===== src/rtl/control_unit_pipe.sv =====
// MIPS control decode carried down a STAGES-deep valid/stall/flush pipe.
// Optional load-use interlock: define CONTROL_PIPE_HAZARD_EN.
package control_unit_pipe_pkg;
  typedef logic [31:0] word_t;

  typedef enum logic [3:0] {
    ALU_SLL, ALU_SRL, ALU_ADD, ALU_SUB, ALU_AND,
    ALU_OR, ALU_XOR, ALU_NOR, ALU_SLT, ALU_SLTU
  } aluop_t;

  localparam logic [5:0] OP_RTYPE = 6'h00;
  localparam logic [5:0] OP_J     = 6'h02;
  localparam logic [5:0] OP_JAL   = 6'h03;
  localparam logic [5:0] OP_BEQ   = 6'h04;
  localparam logic [5:0] OP_BNE   = 6'h05;
  localparam logic [5:0] OP_ADDI  = 6'h08;
  localparam logic [5:0] OP_ADDIU = 6'h09;
  localparam logic [5:0] OP_SLTI  = 6'h0A;
  localparam logic [5:0] OP_SLTIU = 6'h0B;
  localparam logic [5:0] OP_ANDI  = 6'h0C;
  localparam logic [5:0] OP_ORI   = 6'h0D;
  localparam logic [5:0] OP_XORI  = 6'h0E;
  localparam logic [5:0] OP_LUI   = 6'h0F;
  localparam logic [5:0] OP_LW    = 6'h23;
  localparam logic [5:0] OP_SW    = 6'h2B;
  localparam logic [5:0] OP_HALT  = 6'h3F;

  localparam logic [5:0] F_SLL  = 6'h00;
  localparam logic [5:0] F_SRL  = 6'h02;
  localparam logic [5:0] F_JR   = 6'h08;
  localparam logic [5:0] F_ADD  = 6'h20;
  localparam logic [5:0] F_ADDU = 6'h21;
  localparam logic [5:0] F_SUB  = 6'h22;
  localparam logic [5:0] F_SUBU = 6'h23;
  localparam logic [5:0] F_AND  = 6'h24;
  localparam logic [5:0] F_OR   = 6'h25;
  localparam logic [5:0] F_XOR  = 6'h26;
  localparam logic [5:0] F_NOR  = 6'h27;
  localparam logic [5:0] F_SLT  = 6'h2A;
  localparam logic [5:0] F_SLTU = 6'h2B;

  typedef struct packed {
    aluop_t     alu_op;
    logic       alu_src;
    logic       reg_dst;
    logic       lui;
    logic       beq;
    logic       bne;
    logic       jump;
    logic       jal;
    logic       jr;
    logic       dren;
    logic       dwen;
    logic       illegal;
    logic       halt;
    logic       rf_write;
    logic       memtoreg;
    logic       reads_rt;
    logic [4:0] wsel;
    logic [4:0] rs;
    logic [4:0] rt;
  } ctrl_t;
endpackage

module control_unit_pipe
  import control_unit_pipe_pkg::*;
#(
  parameter int STAGES = 3
) (
  input  logic              CLK,
  input  logic              nRST,
  control_unit_pipe_if.slave bus,
  input  logic              stall,
  input  logic              flush,
  output logic [STAGES-1:0] stage_valid,
  output aluop_t            ex_alu_op,
  output logic              ex_alu_src,
  output logic              ex_reg_dst,
  output logic              ex_lui,
  output logic              ex_beq,
  output logic              ex_bne,
  output logic              ex_jump,
  output logic              ex_jal,
  output logic              ex_jr,
  output logic              ex_dren,
  output logic              ex_dwen,
  output logic              ex_illegal,
  output logic [4:0]        ex_rs,
  output logic [4:0]        ex_rt,
  output logic              wb_rf_write,
  output logic              wb_memtoreg,
  output logic              wb_jal,
  output logic [4:0]        wb_wsel,
  output logic              halted
);

  localparam int L = STAGES - 1;

  word_t             w;
  logic [5:0]        op;
  logic [5:0]        fn;
  ctrl_t             dec;
  logic              bad;
  logic              accept;
  ctrl_t             p_q [STAGES];
  logic [STAGES-1:0] v_q;

  assign w  = bus.imemload;
  assign op = w[31:26];
  assign fn = w[5:0];

  always_comb begin
    dec          = '0;
    bad          = 1'b0;
    dec.alu_op   = ALU_ADD;
    dec.rs       = w[25:21];
    dec.rt       = w[20:16];
    dec.wsel     = w[20:16];
    unique case (1'b1)
      (op == OP_RTYPE): begin
        dec.reg_dst  = 1'b1;
        dec.rf_write = 1'b1;
        dec.reads_rt = 1'b1;
        dec.wsel     = w[15:11];
        unique case (1'b1)
          (fn == F_SLL): dec.alu_op = ALU_SLL;
          (fn == F_SRL): dec.alu_op = ALU_SRL;
          (fn == F_JR): begin
            dec.jr       = 1'b1;
            dec.rf_write = 1'b0;
            dec.reads_rt = 1'b0;
          end
          (fn == F_ADD), (fn == F_ADDU): dec.alu_op = ALU_ADD;
          (fn == F_SUB), (fn == F_SUBU): dec.alu_op = ALU_SUB;
          (fn == F_AND):  dec.alu_op = ALU_AND;
          (fn == F_OR):   dec.alu_op = ALU_OR;
          (fn == F_XOR):  dec.alu_op = ALU_XOR;
          (fn == F_NOR):  dec.alu_op = ALU_NOR;
          (fn == F_SLT):  dec.alu_op = ALU_SLT;
          (fn == F_SLTU): dec.alu_op = ALU_SLTU;
          default: bad = 1'b1;
        endcase
      end
      (op == OP_J): dec.jump = 1'b1;
      (op == OP_JAL): begin
        dec.jump     = 1'b1;
        dec.jal      = 1'b1;
        dec.wsel     = 5'd31;
        dec.rf_write = 1'b1;
      end
      (op == OP_BEQ), (op == OP_BNE): begin
        dec.beq      = (op == OP_BEQ);
        dec.bne      = (op == OP_BNE);
        dec.alu_op   = ALU_SUB;
        dec.reads_rt = 1'b1;
      end
      (op == OP_ADDI), (op == OP_ADDIU): begin
        dec.alu_src  = 1'b1;
        dec.rf_write = 1'b1;
      end
      (op == OP_SLTI), (op == OP_SLTIU): begin
        dec.alu_op   = (op == OP_SLTI) ? ALU_SLT : ALU_SLTU;
        dec.alu_src  = 1'b1;
        dec.rf_write = 1'b1;
      end
      (op == OP_ANDI), (op == OP_ORI), (op == OP_XORI): begin
        dec.alu_op   = (op == OP_ANDI) ? ALU_AND :
                       (op == OP_ORI)  ? ALU_OR  : ALU_XOR;
        dec.alu_src  = 1'b1;
        dec.rf_write = 1'b1;
      end
      (op == OP_LUI): begin
        dec.lui      = 1'b1;
        dec.alu_src  = 1'b1;
        dec.rf_write = 1'b1;
      end
      (op == OP_LW): begin
        dec.dren     = 1'b1;
        dec.memtoreg = 1'b1;
        dec.alu_src  = 1'b1;
        dec.rf_write = 1'b1;
      end
      (op == OP_SW): begin
        dec.dwen     = 1'b1;
        dec.alu_src  = 1'b1;
        dec.reads_rt = 1'b1;
      end
      (op == OP_HALT): dec.halt = 1'b1;
      default: bad = 1'b1;
    endcase
    // Unknown encodings become a tagged NOP with no destination.
    if (bad) begin
      dec         = '0;
      dec.rs      = w[25:21];
      dec.rt      = w[20:16];
      dec.illegal = 1'b1;
    end
    if (dec.wsel == 5'd0) dec.rf_write = 1'b0;
  end

`ifdef CONTROL_PIPE_HAZARD_EN
  logic hazard;
  assign hazard = v_q[0] & p_q[0].dren & (p_q[0].wsel != 5'd0)
                & ((p_q[0].wsel == dec.rs)
                | (dec.reads_rt & (p_q[0].wsel == dec.rt)));
  assign bus.in_ready = ~stall & ~flush & ~halted & ~hazard;
`else
  assign bus.in_ready = ~stall & ~flush & ~halted;
`endif

  assign accept = bus.in_valid & bus.in_ready;

  always_ff @(posedge CLK or negedge nRST) begin
    if (!nRST) begin
      v_q    <= '0;
      halted <= 1'b0;
      for (int k = 0; k < STAGES; k++) p_q[k] <= '0;
    end else begin
      if (flush) begin
        v_q[0] <= 1'b0;
        p_q[0] <= '0;
      end else if (!stall) begin
        v_q[0] <= accept;
        p_q[0] <= accept ? dec : '0;
      end
      if (!stall) begin
        for (int k = 1; k < STAGES; k++) begin
          v_q[k] <= v_q[k-1];
          p_q[k] <= p_q[k-1];
        end
        if (v_q[L] && p_q[L].halt) halted <= 1'b1;
      end
    end
  end

  assign stage_valid = v_q;
  assign ex_alu_op   = p_q[0].alu_op;
  assign ex_alu_src  = p_q[0].alu_src & v_q[0];
  assign ex_reg_dst  = p_q[0].reg_dst & v_q[0];
  assign ex_lui      = p_q[0].lui & v_q[0];
  assign ex_beq      = p_q[0].beq & v_q[0];
  assign ex_bne      = p_q[0].bne & v_q[0];
  assign ex_jump     = p_q[0].jump & v_q[0];
  assign ex_jal      = p_q[0].jal & v_q[0];
  assign ex_jr       = p_q[0].jr & v_q[0];
  assign ex_dren     = p_q[0].dren & v_q[0];
  assign ex_dwen     = p_q[0].dwen & v_q[0];
  assign ex_illegal  = p_q[0].illegal & v_q[0];
  assign ex_rs       = p_q[0].rs;
  assign ex_rt       = p_q[0].rt;
  assign wb_rf_write = p_q[L].rf_write & v_q[L];
  assign wb_memtoreg = p_q[L].memtoreg & v_q[L];
  assign wb_jal      = p_q[L].jal & v_q[L];
  assign wb_wsel     = p_q[L].wsel;

endmodule

===== src/rtl/control_unit_pipe_if.sv =====
// Fetch-to-control handshake: instruction word with valid/ready.
interface control_unit_pipe_if;
  logic        in_valid;
  logic        in_ready;
  logic [31:0] imemload;

  modport master (
    output in_valid,
    output imemload,
    input  in_ready
  );

  modport slave (
    input  in_valid,
    input  imemload,
    output in_ready
  );
endinterface


===== src/flat_wrapper.sv =====
// flat-port wrapper written by rule: the top's interface ports become plain ports
module control_unit_pipe_flat import control_unit_pipe_pkg::*;
#(
  parameter int STAGES = 3
)
  (CLK, nRST, stall, flush, stage_valid, ex_alu_op, ex_alu_src, ex_reg_dst, ex_lui, ex_beq, ex_bne, ex_jump, ex_jal, ex_jr, ex_dren, ex_dwen, ex_illegal, ex_rs, ex_rt, wb_rf_write, wb_memtoreg, wb_jal, wb_wsel, halted, bus_in_valid, bus_imemload, bus_in_ready);
  control_unit_pipe_if bus_i ();
  input  logic CLK;
  input  logic nRST;
  input  logic stall;
  input  logic flush;
  output logic [STAGES-1:0] stage_valid;
  output aluop_t ex_alu_op;
  output logic ex_alu_src;
  output logic ex_reg_dst;
  output logic ex_lui;
  output logic ex_beq;
  output logic ex_bne;
  output logic ex_jump;
  output logic ex_jal;
  output logic ex_jr;
  output logic ex_dren;
  output logic ex_dwen;
  output logic ex_illegal;
  output logic [4:0] ex_rs;
  output logic [4:0] ex_rt;
  output logic wb_rf_write;
  output logic wb_memtoreg;
  output logic wb_jal;
  output logic [4:0] wb_wsel;
  output logic halted;
  input wire logic [$bits(bus_i.in_valid)-1:0] bus_in_valid;
  input wire logic [$bits(bus_i.imemload)-1:0] bus_imemload;
  output wire logic [$bits(bus_i.in_ready)-1:0] bus_in_ready;
  assign bus_i.in_valid = bus_in_valid;
  assign bus_i.imemload = bus_imemload;
  assign bus_in_ready = bus_i.in_ready;
  control_unit_pipe #(.STAGES(STAGES)) u_core (.CLK(CLK), .nRST(nRST), .bus(bus_i), .stall(stall), .flush(flush), .stage_valid(stage_valid), .ex_alu_op(ex_alu_op), .ex_alu_src(ex_alu_src), .ex_reg_dst(ex_reg_dst), .ex_lui(ex_lui), .ex_beq(ex_beq), .ex_bne(ex_bne), .ex_jump(ex_jump), .ex_jal(ex_jal), .ex_jr(ex_jr), .ex_dren(ex_dren), .ex_dwen(ex_dwen), .ex_illegal(ex_illegal), .ex_rs(ex_rs), .ex_rt(ex_rt), .wb_rf_write(wb_rf_write), .wb_memtoreg(wb_memtoreg), .wb_jal(wb_jal), .wb_wsel(wb_wsel), .halted(halted));
endmodule

===== config.mk =====
export PLATFORM = sky130hd
export DESIGN_NAME = control_unit_pipe_flat
export DESIGN_NICKNAME = d
export VERILOG_FILES = /design/src/rtl/control_unit_pipe.sv /design/src/rtl/control_unit_pipe_if.sv /design/src/flat_wrapper.sv
export SDC_FILE = /design/constraint.sdc
export NUM_CORES = 1
export LEC_CHECK = 0
export BUFFER_PORTS_ARGS = -buffer_cell sky130_fd_sc_hd__buf_2
export CAP_MARGIN = 25
export CELL_PAD_IN_SITES_DETAIL_PLACEMENT = 1
export CELL_PAD_IN_SITES_GLOBAL_PLACEMENT = 1
export CORE_ASPECT_RATIO = 0.5
export CORE_UTILIZATION = 35
export DETAILED_ROUTE_END_ITERATION = 8
export PLACE_DENSITY_LB_ADDON = 0.1
export SLEW_MARGIN = 5
export SYNTH_ARGS = -nofsm -noshare
export SYNTH_HDL_FRONTEND = slang
export SYNTH_SLANG_ARGS = --single-unit

===== constraint.sdc =====
create_clock -name CLK -period 1.2 [get_ports CLK]
set_input_delay 0.12 -clock CLK [delete_from_list [all_inputs] [get_ports CLK]]
set_output_delay 0.12 -clock CLK [all_outputs]
set_load 0.05 [all_outputs]

==> flow_summary.html, run 1 <==
<table>
<tr><th>Metric</th><th>Value</th></tr>
<tr><th colspan="2">Run status</th></tr>
<tr><td>Result of the run</td><td>finished, violations left</td></tr>
<tr><td>Violated checks</td><td>negative setup slack</td></tr>
<tr><th colspan="2">Clock network</th></tr>
<tr><td>Clock latency of the later-clocked register in the worst-skew pair</td><td>0.29 ns</td></tr>
<tr><td>Total number of H-tree levels</td><td>2</td></tr>
<tr><td>Cell at the root of the clock tree</td><td>sky130_fd_sc_hd__clkbuf_16</td></tr>
<tr><td>Clock-pin slew of the registers on the worst-case setup and hold paths</td><td>around 0.070 ns</td></tr>
<tr><td>CTS tree</td><td>done</td></tr>
<tr><td>Largest buffer count on any clock path</td><td>2</td></tr>
<tr><td>CTS Sinks</td><td>54</td></tr>
<tr><td>Number of buffers created by CTS</td><td>5</td></tr>
<tr><th colspan="2">Timing</th></tr>
<tr><td>Min Clock Period, post-route</td><td>about 1.4 ns</td></tr>
<tr><td>Max-slew violations</td><td>0</td></tr>
<tr><td>Relative max-transition margin</td><td>roughly 74%</td></tr>
<tr><td>Slew at the pin closest to its max-slew limit</td><td>approximately 0.39 ns</td></tr>
<tr><td>Final Hold Violating Endpoints</td><td>0</td></tr>
<tr><td>Clock Skews</td><td>0.00411 ns</td></tr>
<tr><td>PnR worst setup slack</td><td>-0.242 ns</td></tr>
<tr><td>Total negative slack for setup checks</td><td>-5.37 ns</td></tr>
<tr><td>Highest achievable clock rate</td><td>slightly below 700 MHz</td></tr>
<tr><td>Setup repair after global routing missed its margin</td><td>true</td></tr>
<tr><td>Final setup violating endpoints</td><td>43</td></tr>
<tr><td>Post-route fraction of the period consumed by the critical path</td><td>120%</td></tr>
<tr><th colspan="2">Worst setup path</th></tr>
<tr><td>CP max stage cell</td><td>sky130_fd_sc_hd__dfrtp_2</td></tr>
<tr><td>Worst path required time</td><td>~1.4 ns</td></tr>
<tr><td>Bufs and invs on worst path</td><td>0</td></tr>
<tr><td>Largest stage delay on the critical path</td><td>~0.43 ns</td></tr>
<tr><td>Worst Setup End Kind</td><td>flip-flop</td></tr>
<tr><td>Biggest fanout along the worst timing path</td><td>4</td></tr>
<tr><td>Sequence of cells on the critical path</td><td>nor3_4 &gt; nand2_2 &gt; a21oi_4 &gt; and2_4 &gt; nand3_4 &gt; o31ai_4</td></tr>
<tr><td>Worst setup path class</td><td>reg -&gt; reg</td></tr>
<tr><td>Setup crit start kind</td><td>flip-flop</td></tr>
<tr><td>Arr. time, crit path</td><td>around 1.6 ns</td></tr>
<tr><td>Largest delay contributor family on the critical path</td><td>simple AND/OR/NAND/NOR gates</td></tr>
<tr><th colspan="2">Drt</th></tr>
<tr><td>Routed wirelength normalized by instance count</td><td>17.5 um</td></tr>
<tr><td>Via count</td><td>around 2.5k</td></tr>
<tr><td>Routed wire length</td><td>8490 um</td></tr>
<tr><td># DRC</td><td>0</td></tr>
<tr><td>Iter 0 DRT Violations</td><td>101</td></tr>
<tr><td>DR vias/cell</td><td>5.10</td></tr>
<tr><td>First-pass detailed-route iteration total</td><td>4</td></tr>
<tr><td>Antenna viol nets, final</td><td>0</td></tr>
<tr><th colspan="2">Logic synthesis</th></tr>
<tr><td>Ys flop type</td><td>sky130_fd_sc_hd__dfrtp_1</td></tr>
<tr><td>Async S/R FF share, synth</td><td>100%</td></tr>
<tr><td>Warning count from the yosys run</td><td>0</td></tr>
<tr><td>Number of instances in the synthesized netlist</td><td>approximately 260</td></tr>
<tr><td>Synthesized cell area</td><td>2810 um^2</td></tr>
<tr><td>Synthesized area per cell</td><td>10.8 um^2</td></tr>
<tr><td>Synthesized Nets</td><td>approximately 300</td></tr>
<tr><td>Sequential cell area fraction in the yosys report</td><td>about half</td></tr>
<tr><td>Ranking of synthesized cells by area</td><td>sky130_fd_sc_hd__dfrtp_1 48%, sky130_fd_sc_hd__mux2_2 8.0%, sky130_fd_sc_hd__buf_4 5.3%</td></tr>
<tr><td>Yosys cell types</td><td>49</td></tr>
<tr><td>Number of flops mapped to enable cells by yosys</td><td>0</td></tr>
<tr><td>Cell type with the largest total area after synthesis</td><td>sky130_fd_sc_hd__dfrtp_1</td></tr>
<tr><td>Most instantiated library cell after synthesis</td><td>sky130_fd_sc_hd__dfrtp_1</td></tr>
<tr><td>Post-synth top cells</td><td>54 x sky130_fd_sc_hd__dfrtp_1, 20 x sky130_fd_sc_hd__buf_4, 20 x sky130_fd_sc_hd__mux2_2, 20 x sky130_fd_sc_hd__nand2_1, 19 x sky130_fd_sc_hd__and2_1</td></tr>
<tr><td>Synthesis-stage register bit count</td><td>54</td></tr>
<tr><td>Top-area cell type share of the netlist area</td><td>roughly half</td></tr>
<tr><th colspan="2">Global routing</th></tr>
<tr><td>Met3 Resource Use GR</td><td>approximately 4.4%</td></tr>
<tr><td>Overflow after GRT</td><td>0</td></tr>
<tr><td>Number of antenna violations at the first check in global routing</td><td>0</td></tr>
<tr><td>Global route hottest layer</td><td>met2</td></tr>
<tr><td>Vias in the first global route</td><td>between 2k and 3k</td></tr>
<tr><td>First-pass GRT wire length</td><td>about 14,000 um</td></tr>
<tr><td>Routing usage on met2</td><td>between 30% and 40%</td></tr>
<tr><td>Global Route Usage Sum</td><td>about a fifth</td></tr>
<tr><td>Met1 Usage GRT</td><td>between 20% and 30%</td></tr>
<tr><td>Pin count of the biggest net entering global routing</td><td>55</td></tr>
<tr><th colspan="2">Final layout</th></tr>
<tr><td>Combined area of the multi-input logic cells</td><td>between 1000 and 1500 um^2</td></tr>
<tr><td>Antenna Cells</td><td>0</td></tr>
<tr><td>Area growth syn-to-layout</td><td>51.2%</td></tr>
<tr><td>Post-layout util</td><td>56.3%</td></tr>
<tr><td>Nets@finish</td><td>between 400 and 500</td></tr>
<tr><td>Sequential cell area</td><td>roughly 1400 um^2</td></tr>
<tr><td>Filler Cell Count</td><td>between 800 and 900</td></tr>
<tr><td>Share of layout cells above drive strength 1</td><td>between 50 and 60%</td></tr>
<tr><th colspan="2">Power and ir drop</th></tr>
<tr><td>Overall Power</td><td>roughly 0.0041 W</td></tr>
<tr><td>IR drop worst, VDD</td><td>roughly 0.57 mV</td></tr>
<tr><td>Cell leakage power</td><td>roughly 2.1 nW</td></tr>
<tr><td>Power density normalized to cell area</td><td>between 900 and 1000 nW/um^2</td></tr>
<tr><th colspan="2">Floorplanning</th></tr>
<tr><td>Width of the die</td><td>around 130 um</td></tr>
<tr><td>Row cnt</td><td>22</td></tr>
<tr><td>Die Ht</td><td>approximately 65 um</td></tr>
<tr><td>Initial standard-cell utilization of the core</td><td>around 37%</td></tr>
<tr><td>IO Pins</td><td>75</td></tr>
<tr><td>Floorplan core area</td><td>7540 um^2</td></tr>
<tr><td>Overall die area</td><td>between 8000 and 9000 um^2</td></tr>
<tr><th colspan="2">Hold path</th></tr>
<tr><td>Worst hold-check path type</td><td>in -&gt; reg</td></tr>
<tr><th colspan="2">Place</th></tr>
<tr><td>Number of buffers added on ports</td><td>69</td></tr>
<tr><td>Placed wire-length estimate</td><td>5720 um</td></tr>
<tr><td>Routability cong.</td><td>roughly 0.82</td></tr>
<tr><th colspan="2">Job</th></tr>
<tr><td>Number of max-capacitance violations reported</td><td>0</td></tr>
</table>
## worst register-to-register path: stages, from the launching register on
cell and delay [ns]:
sky130_fd_sc_hd__dfrtp_2 0.43, sky130_fd_sc_hd__nor3_4 0.15, sky130_fd_sc_hd__nand2_2 0.11, sky130_fd_sc_hd__a21oi_4 0.16, sky130_fd_sc_hd__and2_4 0.21, sky130_fd_sc_hd__nand3_4 0.10, sky130_fd_sc_hd__o31ai_4 0.19
## per-layer routing
| metal | wire, um | share of wire (%) |
|---|---|---|
| met5 | 0 | 0 |
| met1 | 3980 | 47 |
| met2 | 4180 | 49 |
| met4 | 33 | 0.39 |
| met3 | 298 | 3.5 |
## power by group
group / switching (W) / leakage [nW] / internal (W) / total (W)
Combinational: 0.000407 / 1.25 / 0.000325 / 0.000732
Sequential: 0.0000177 / 0.746 / 0.00184 / 0.00186
Clock: 0.000667 / 0.0770 / 0.000839 / 0.00151
## per-stage QoR
step | hold slack, ns | cells | worst slack, ns | instance area (um^2)
floorplan | -0.176 | 261 | -0.716 | 2860
global placement | 0.136 | 454 | -0.470 | 3520
detailed placement | 0.138 | 454 | -0.534 | 3520
CTS | 0.0476 | 479 | -0.213 | 4120
global route | 0.0618 | 485 | -0.287 | 4250
finish | 0.0554 | 485 | -0.242 | 4250
## cell families after synthesis
group / count (synthesis) / share of synthesized area [%]
AOI/OAI and AO/OA: 66 / 17.7
xor gates and xnor gates: 1 / 0.312
buffers and inverters: 38 / 8.24
DFF: 54 / 48.1
muxes: 20 / 8.01
and+or+nand+nor: 82 / 17.6
## final cells by class
class / count / area share (%)
Multi-Input combinational cell: 169 / 34.1
Sequential cell: 54 / 31.9
Timing Repair Buffer: 142 / 26.8
Clock buffer: 6 / 3.27
Tap cell: 108 / 3.18
Clock inverter: 2 / 0.412
Inverter: 4 / 0.353
## flip-flops by register name, summed over array words and instances (netlist names)
| name | count |
|---|---|
| u_core.ex_alu_op | 4 |
| u_core.ex_rs | 5 |
| u_core.ex_rt | 5 |
| u_core.halted | 1 |
| u_core.p_q | 31 |
| u_core.stage_valid | 3 |
| u_core.wb_wsel | 5 |
## placed cells by master, fill, tap and decap left out, types with 3 or more instances in the layout
cell type,n
sky130_fd_sc_hd__a21oi_1,9
sky130_fd_sc_hd__a22o_1,16
sky130_fd_sc_hd__a32o_1,7
sky130_fd_sc_hd__and2_4,19
sky130_fd_sc_hd__buf_2,46
sky130_fd_sc_hd__buf_4,61
sky130_fd_sc_hd__buf_6,21
sky130_fd_sc_hd__buf_8,11
sky130_fd_sc_hd__clkbuf_16,5
sky130_fd_sc_hd__dfrtp_1,52
sky130_fd_sc_hd__inv_1,4
sky130_fd_sc_hd__mux2_2,20
sky130_fd_sc_hd__nand2_1,18
sky130_fd_sc_hd__nand2_2,3
sky130_fd_sc_hd__nand3_1,3
sky130_fd_sc_hd__nor2_1,7
sky130_fd_sc_hd__nor2b_1,4
sky130_fd_sc_hd__nor4_4,3
sky130_fd_sc_hd__o21ai_0,6
sky130_fd_sc_hd__o21ai_1,5
sky130_fd_sc_hd__o21ai_2,4
## path summary, 6_finish.rpt
kind                            depth (start not counted)  slack [ns]                 from                   to
max in group asynchronous                               3        0.57                 nRST        u_core.halted
min in group asynchronous                               3        0.33                 nRST  u_core.ex_alu_op[2]
worst min-delay path                                    2        0.06     bus_imemload[24]      u_core.ex_rs[3]
worst max-delay path                                    6       -0.24        u_core.halted       u_core.p_q[88]
worst min register to register                          2        0.49  u_core.ex_alu_op[2]  u_core.ex_alu_op[2]
worst max register to register                          6       -0.24        u_core.halted       u_core.p_q[88]
## timing repair
item / CTS / global route
endpoints found under the setup margin: 47 / 49
hold buffers: 1 / 0
hold endpoints to repair: 54 / 0
pin swaps: 24 / 9
buffers inserted: 16 / 7
gates cloned: 1 / 0
resized for setup: 93 / 23
Note: power is estimated with default switching activity, not from simulation.
==> run 2, diff against run 1 <==
--- a/config.mk
+++ b/config.mk
@@ -6,10 +6,10 @@
 export NUM_CORES = 1
 export LEC_CHECK = 0
 export BUFFER_PORTS_ARGS = -buffer_cell sky130_fd_sc_hd__buf_2
-export CAP_MARGIN = 25
 export CELL_PAD_IN_SITES_DETAIL_PLACEMENT = 1
 export CELL_PAD_IN_SITES_GLOBAL_PLACEMENT = 1
 export CORE_ASPECT_RATIO = 0.5
+export CORE_MARGIN = 4
 export CORE_UTILIZATION = 35
 export DETAILED_ROUTE_END_ITERATION = 8
 export PLACE_DENSITY_LB_ADDON = 0.1
==> run 2 against run 1 <==
Compared with the run above: the run still ends with negative setup slack left; die area grew 14%; critical path depth grew 3; core utilization grew 0.46 points; non-clock buffer count grew 2; clock power is essentially flat; flip-flop and latch count is the same; critical endpoint is now u_core.p_q[80]; first-iteration DRC count grew 48%; combinational power grew 3.0%; power grew 1.4%; cell count grew 0.41%; global-route usage shrank 2.6 points.
==> flow_summary.html, run 2 (synthesized netlist as in run 1, its figures left out) <==
<table>
<tr><th>Metric</th><th>Value</th></tr>
<tr><th colspan="2">Clock network</th></tr>
<tr><td>Total number of H-tree levels</td><td>2 (unchanged)</td></tr>
<tr><td>Largest buffer count on any clock path</td><td>2 (unchanged)</td></tr>
<tr><td>Clock-pin slew of the registers on the worst-case setup and hold paths</td><td>0.07 ns (about the same)</td></tr>
<tr><td>Clock latency of the later-clocked register in the worst-skew pair</td><td>0.29 ns (about the same)</td></tr>
<tr><td>CTS Sinks</td><td>54 (unchanged)</td></tr>
<tr><td>CTS tree</td><td>done</td></tr>
<tr><td>Cell at the root of the clock tree</td><td>sky130_fd_sc_hd__clkbuf_16</td></tr>
<tr><td>Number of buffers created by CTS</td><td>5 (unchanged)</td></tr>
<tr><th colspan="2">Timing</th></tr>
<tr><td>Min Clock Period, post-route</td><td>1.47 ns (+0.0258 ns)</td></tr>
<tr><td>Final Hold Violating Endpoints</td><td>0 (unchanged)</td></tr>
<tr><td>PnR worst setup slack</td><td>-0.268 ns (-0.0258 ns)</td></tr>
<tr><td>Max-slew violations</td><td>0 (unchanged)</td></tr>
<tr><td>Relative max-transition margin</td><td>74.0% (-0.28 points)</td></tr>
<tr><td>Clock Skews</td><td>0.00372 ns (-0.000392 ns)</td></tr>
<tr><td>Setup repair after global routing missed its margin</td><td>true</td></tr>
<tr><td>Slew at the pin closest to its max-slew limit</td><td>0.389 ns (+0.00285 ns)</td></tr>
<tr><td>Post-route fraction of the period consumed by the critical path</td><td>122% (+2.1 points)</td></tr>
<tr><td>Final setup violating endpoints</td><td>43 (unchanged)</td></tr>
<tr><td>Highest achievable clock rate</td><td>681 MHz (-1.8%)</td></tr>
<tr><td>Total negative slack for setup checks</td><td>-6.30 ns (-0.934 ns)</td></tr>
<tr><th colspan="2">Worst setup path</th></tr>
<tr><td>Endpoint of the worst register-to-register path</td><td>u_core.p_q[90]</td></tr>
<tr><td>Largest stage delay on the critical path</td><td>0.24 ns (-0.19 ns)</td></tr>
<tr><td>Most frequent cell on the critical path</td><td>sky130_fd_sc_hd__buf_4</td></tr>
<tr><td>Arr. time, crit path</td><td>1.66 ns (+0.02 ns)</td></tr>
<tr><td>Count of cells along the worst register-to-register path</td><td>6 (unchanged)</td></tr>
<tr><td>Setup crit start kind</td><td>input pin</td></tr>
<tr><td>Source of the critical timing path</td><td>bus_imemload[28]</td></tr>
<tr><td>CP max stage cell</td><td>sky130_fd_sc_hd__a32o_1</td></tr>
<tr><td>Worst path required time</td><td>1.39 ns (about the same)</td></tr>
<tr><td>Startpoint of the lowest-slack register-to-register path</td><td>u_core.halted</td></tr>
<tr><td>Worst setup path class</td><td>in -&gt; reg</td></tr>
<tr><td>Reg2reg setup slack</td><td>-0.27 ns (-0.03 ns)</td></tr>
<tr><td>Biggest fanout along the worst timing path</td><td>7 (+3)</td></tr>
<tr><td>Worst Setup End Kind</td><td>flip-flop</td></tr>
<tr><td>Sequence of cells on the critical path</td><td>buf_4 &gt; and2_2 &gt; a32oi_1 &gt; buf_4 &gt; a21oi_4 &gt; buf_4 &gt; buf_4 &gt; buf_4 &gt; a32o_1</td></tr>
<tr><th colspan="2">Final layout</th></tr>
<tr><td>Nets@finish</td><td>415 (+0.48%)</td></tr>
<tr><td>Share of layout cells above drive strength 1</td><td>60.2% (+1.8 points)</td></tr>
<tr><td>Final non-filler cell area</td><td>4300 um^2 (+1.2%)</td></tr>
<tr><td>Area growth syn-to-layout</td><td>52.9%</td></tr>
<tr><td>Commonest cells after routing, fill and taps aside</td><td>64 x sky130_fd_sc_hd__buf_4, 51 x sky130_fd_sc_hd__dfrtp_1, 46 x sky130_fd_sc_hd__buf_2</td></tr>
<tr><td>Most frequent standard cell in the layout excluding fill and tap cells</td><td>sky130_fd_sc_hd__buf_4</td></tr>
<tr><td>Antenna Cells</td><td>0 (unchanged)</td></tr>
<tr><td>Post-layout util</td><td>56.8% (+0.46 points)</td></tr>
<tr><td>Reg with most FFs</td><td>u_core.p_q</td></tr>
<tr><td>Largest register FFs</td><td>31 (unchanged)</td></tr>
<tr><th colspan="2">Global routing</th></tr>
<tr><td>Vias in the first global route</td><td>2,590 (-3.0%)</td></tr>
<tr><td>Pin count of the biggest net entering global routing</td><td>55 (unchanged)</td></tr>
<tr><td>Overflow after GRT</td><td>0 (unchanged)</td></tr>
<tr><td>First-pass GRT wire length</td><td>14,000 um (+3.8%)</td></tr>
<tr><td>Global Route Usage Sum</td><td>18.5% (-2.6 points)</td></tr>
<tr><td>Number of antenna violations at the first check in global routing</td><td>0 (unchanged)</td></tr>
<tr><th colspan="2">Place</th></tr>
<tr><td>Pre-CTS worst setup slack</td><td>-0.673 ns (-0.139 ns)</td></tr>
<tr><td>Area after DPL</td><td>3600 um^2 (+2.5%)</td></tr>
<tr><td>Number of buffers added on ports</td><td>69 (unchanged)</td></tr>
<tr><td>Placed wire-length estimate</td><td>6210 um (+8.5%)</td></tr>
<tr><td>Routability cong.</td><td>0.832 (+1.1%)</td></tr>
<tr><th colspan="2">Drt</th></tr>
<tr><td>Routed wirelength normalized by instance count</td><td>18.2 um (+4.1%)</td></tr>
<tr><td># DRC</td><td>0 (unchanged)</td></tr>
<tr><td>DR vias/cell</td><td>4.98 (-2.2%)</td></tr>
<tr><td>Via count</td><td>2,427 (-1.8%)</td></tr>
<tr><td>Antenna viol nets, final</td><td>0 (unchanged)</td></tr>
<tr><td>First-pass detailed-route iteration total</td><td>4 (unchanged)</td></tr>
<tr><td>Routed wire length</td><td>8870 um (+4.5%)</td></tr>
<tr><td>Iter 0 DRT Violations</td><td>149 (+48%)</td></tr>
<tr><th colspan="2">Floorplanning</th></tr>
<tr><td>Floorplan core area</td><td>7570 um^2 (+0.37%)</td></tr>
<tr><td>IO Pins</td><td>75 (unchanged)</td></tr>
<tr><td>Initial standard-cell utilization of the core</td><td>37.1% (-0.14 points)</td></tr>
<tr><td>Die Ht</td><td>71.4 um (+9.2%)</td></tr>
<tr><td>Overall die area</td><td>9610 um^2 (+14%)</td></tr>
<tr><td>Row cnt</td><td>22 (unchanged)</td></tr>
<tr><td>Width of the die</td><td>135 um (+4.7%)</td></tr>
<tr><th colspan="2">Hold path</th></tr>
<tr><td>Worst hold-check path type</td><td>in -&gt; reg</td></tr>
<tr><td>Worst-case hold path end point</td><td>u_core.ex_rs[0]</td></tr>
<tr><td>Hold Path Origin</td><td>bus_imemload[21]</td></tr>
<tr><td>Hold depth</td><td>2 (unchanged)</td></tr>
<tr><th colspan="2">Run status</th></tr>
<tr><td>Violated checks</td><td>negative setup slack</td></tr>
<tr><td>Result of the run</td><td>finished, violations left</td></tr>
<tr><th colspan="2">Power and ir drop</th></tr>
<tr><td>Power density normalized to cell area</td><td>967 nW/um^2 (+0.17%)</td></tr>
<tr><td>Cell leakage power</td><td>2.08 nW (+0.28%)</td></tr>
<tr><td>IR drop worst, VDD</td><td>0.584 mV (+3.1%)</td></tr>
<tr><th colspan="2">Job</th></tr>
<tr><td>Number of max-capacitance violations reported</td><td>0 (unchanged)</td></tr>
</table>
==> run 2: worst max-delay path by stage <==
stage	endpoint	cells after the start
6_report	u_core.p_q[80]	9
3_5_place_dp	u_core.p_q[85]	8
5_1_grt	u_core.p_q[88]	6
3_3_place_gp	u_core.p_q[85]	8
4_1_cts	u_core.p_q[88]	6
2_1_floorplan	u_core.p_q[88]	6
==> run 2: area by class of cell <==
type                            instances  area, um^2
Sequential cell                        54        1360
Clock inverter                          2        16.3
Tap cell                              108         135
Clock buffer                            6         139
Multi-Input combinational cell        169        1460
Timing Repair Buffer                  144        1170
Fill cell                             814        3270
Inverter                                4        15.0
==> run 2: routing by layer <==
metal / part of all wire, % / wire length [um] / global-route usage, % / vias to the layer above
li1: - / - / - / 1159
met1: 51 / 4530 / 26.8 / 1221
met2: 44 / 3950 / 28.9 / 42
met3: 3.9 / 344 / 4.00 / 5
met4: 0.56 / 50 / 3.39 / 0
met5: 0 / 0 / 0 / -
==> run 2: through the flow <==
stage	std cells	hold WS, ns	power [W]
CTS	483	0.0482	0.00415
floorplan	261	-0.176	0.00221
global route	487	0.0408	0.00433
detailed placement	464	0.142	0.00253
global placement	464	0.135	0.00251
finish	487	0.0500	0.00416
==> run 2: timing repair <==
action,in CTS,in global routing
resized for setup,95,36
hold endpoints to repair,54,0
setup endpoints to repair,43,49
pin swaps,20,21
buffers inserted,13,9
cloned,1,0
hold buffers,1,0
==> run 2: power by group <==
group | total [W] | internal [W] | switching [W]
logic | 0.000754 | 0.000340 | 0.000415
clock network | 0.00154 | 0.000840 | 0.000698
registers | 0.00186 | 0.00184 | 0.0000187
==> run 2: worst max-delay path: cells and delay by family <==
kind                   cells  cell delay [ns]
and+or+nand+nor            1             0.20
AOI/OAI and AO/OA          3             0.55
buffers and inverters      5             0.78
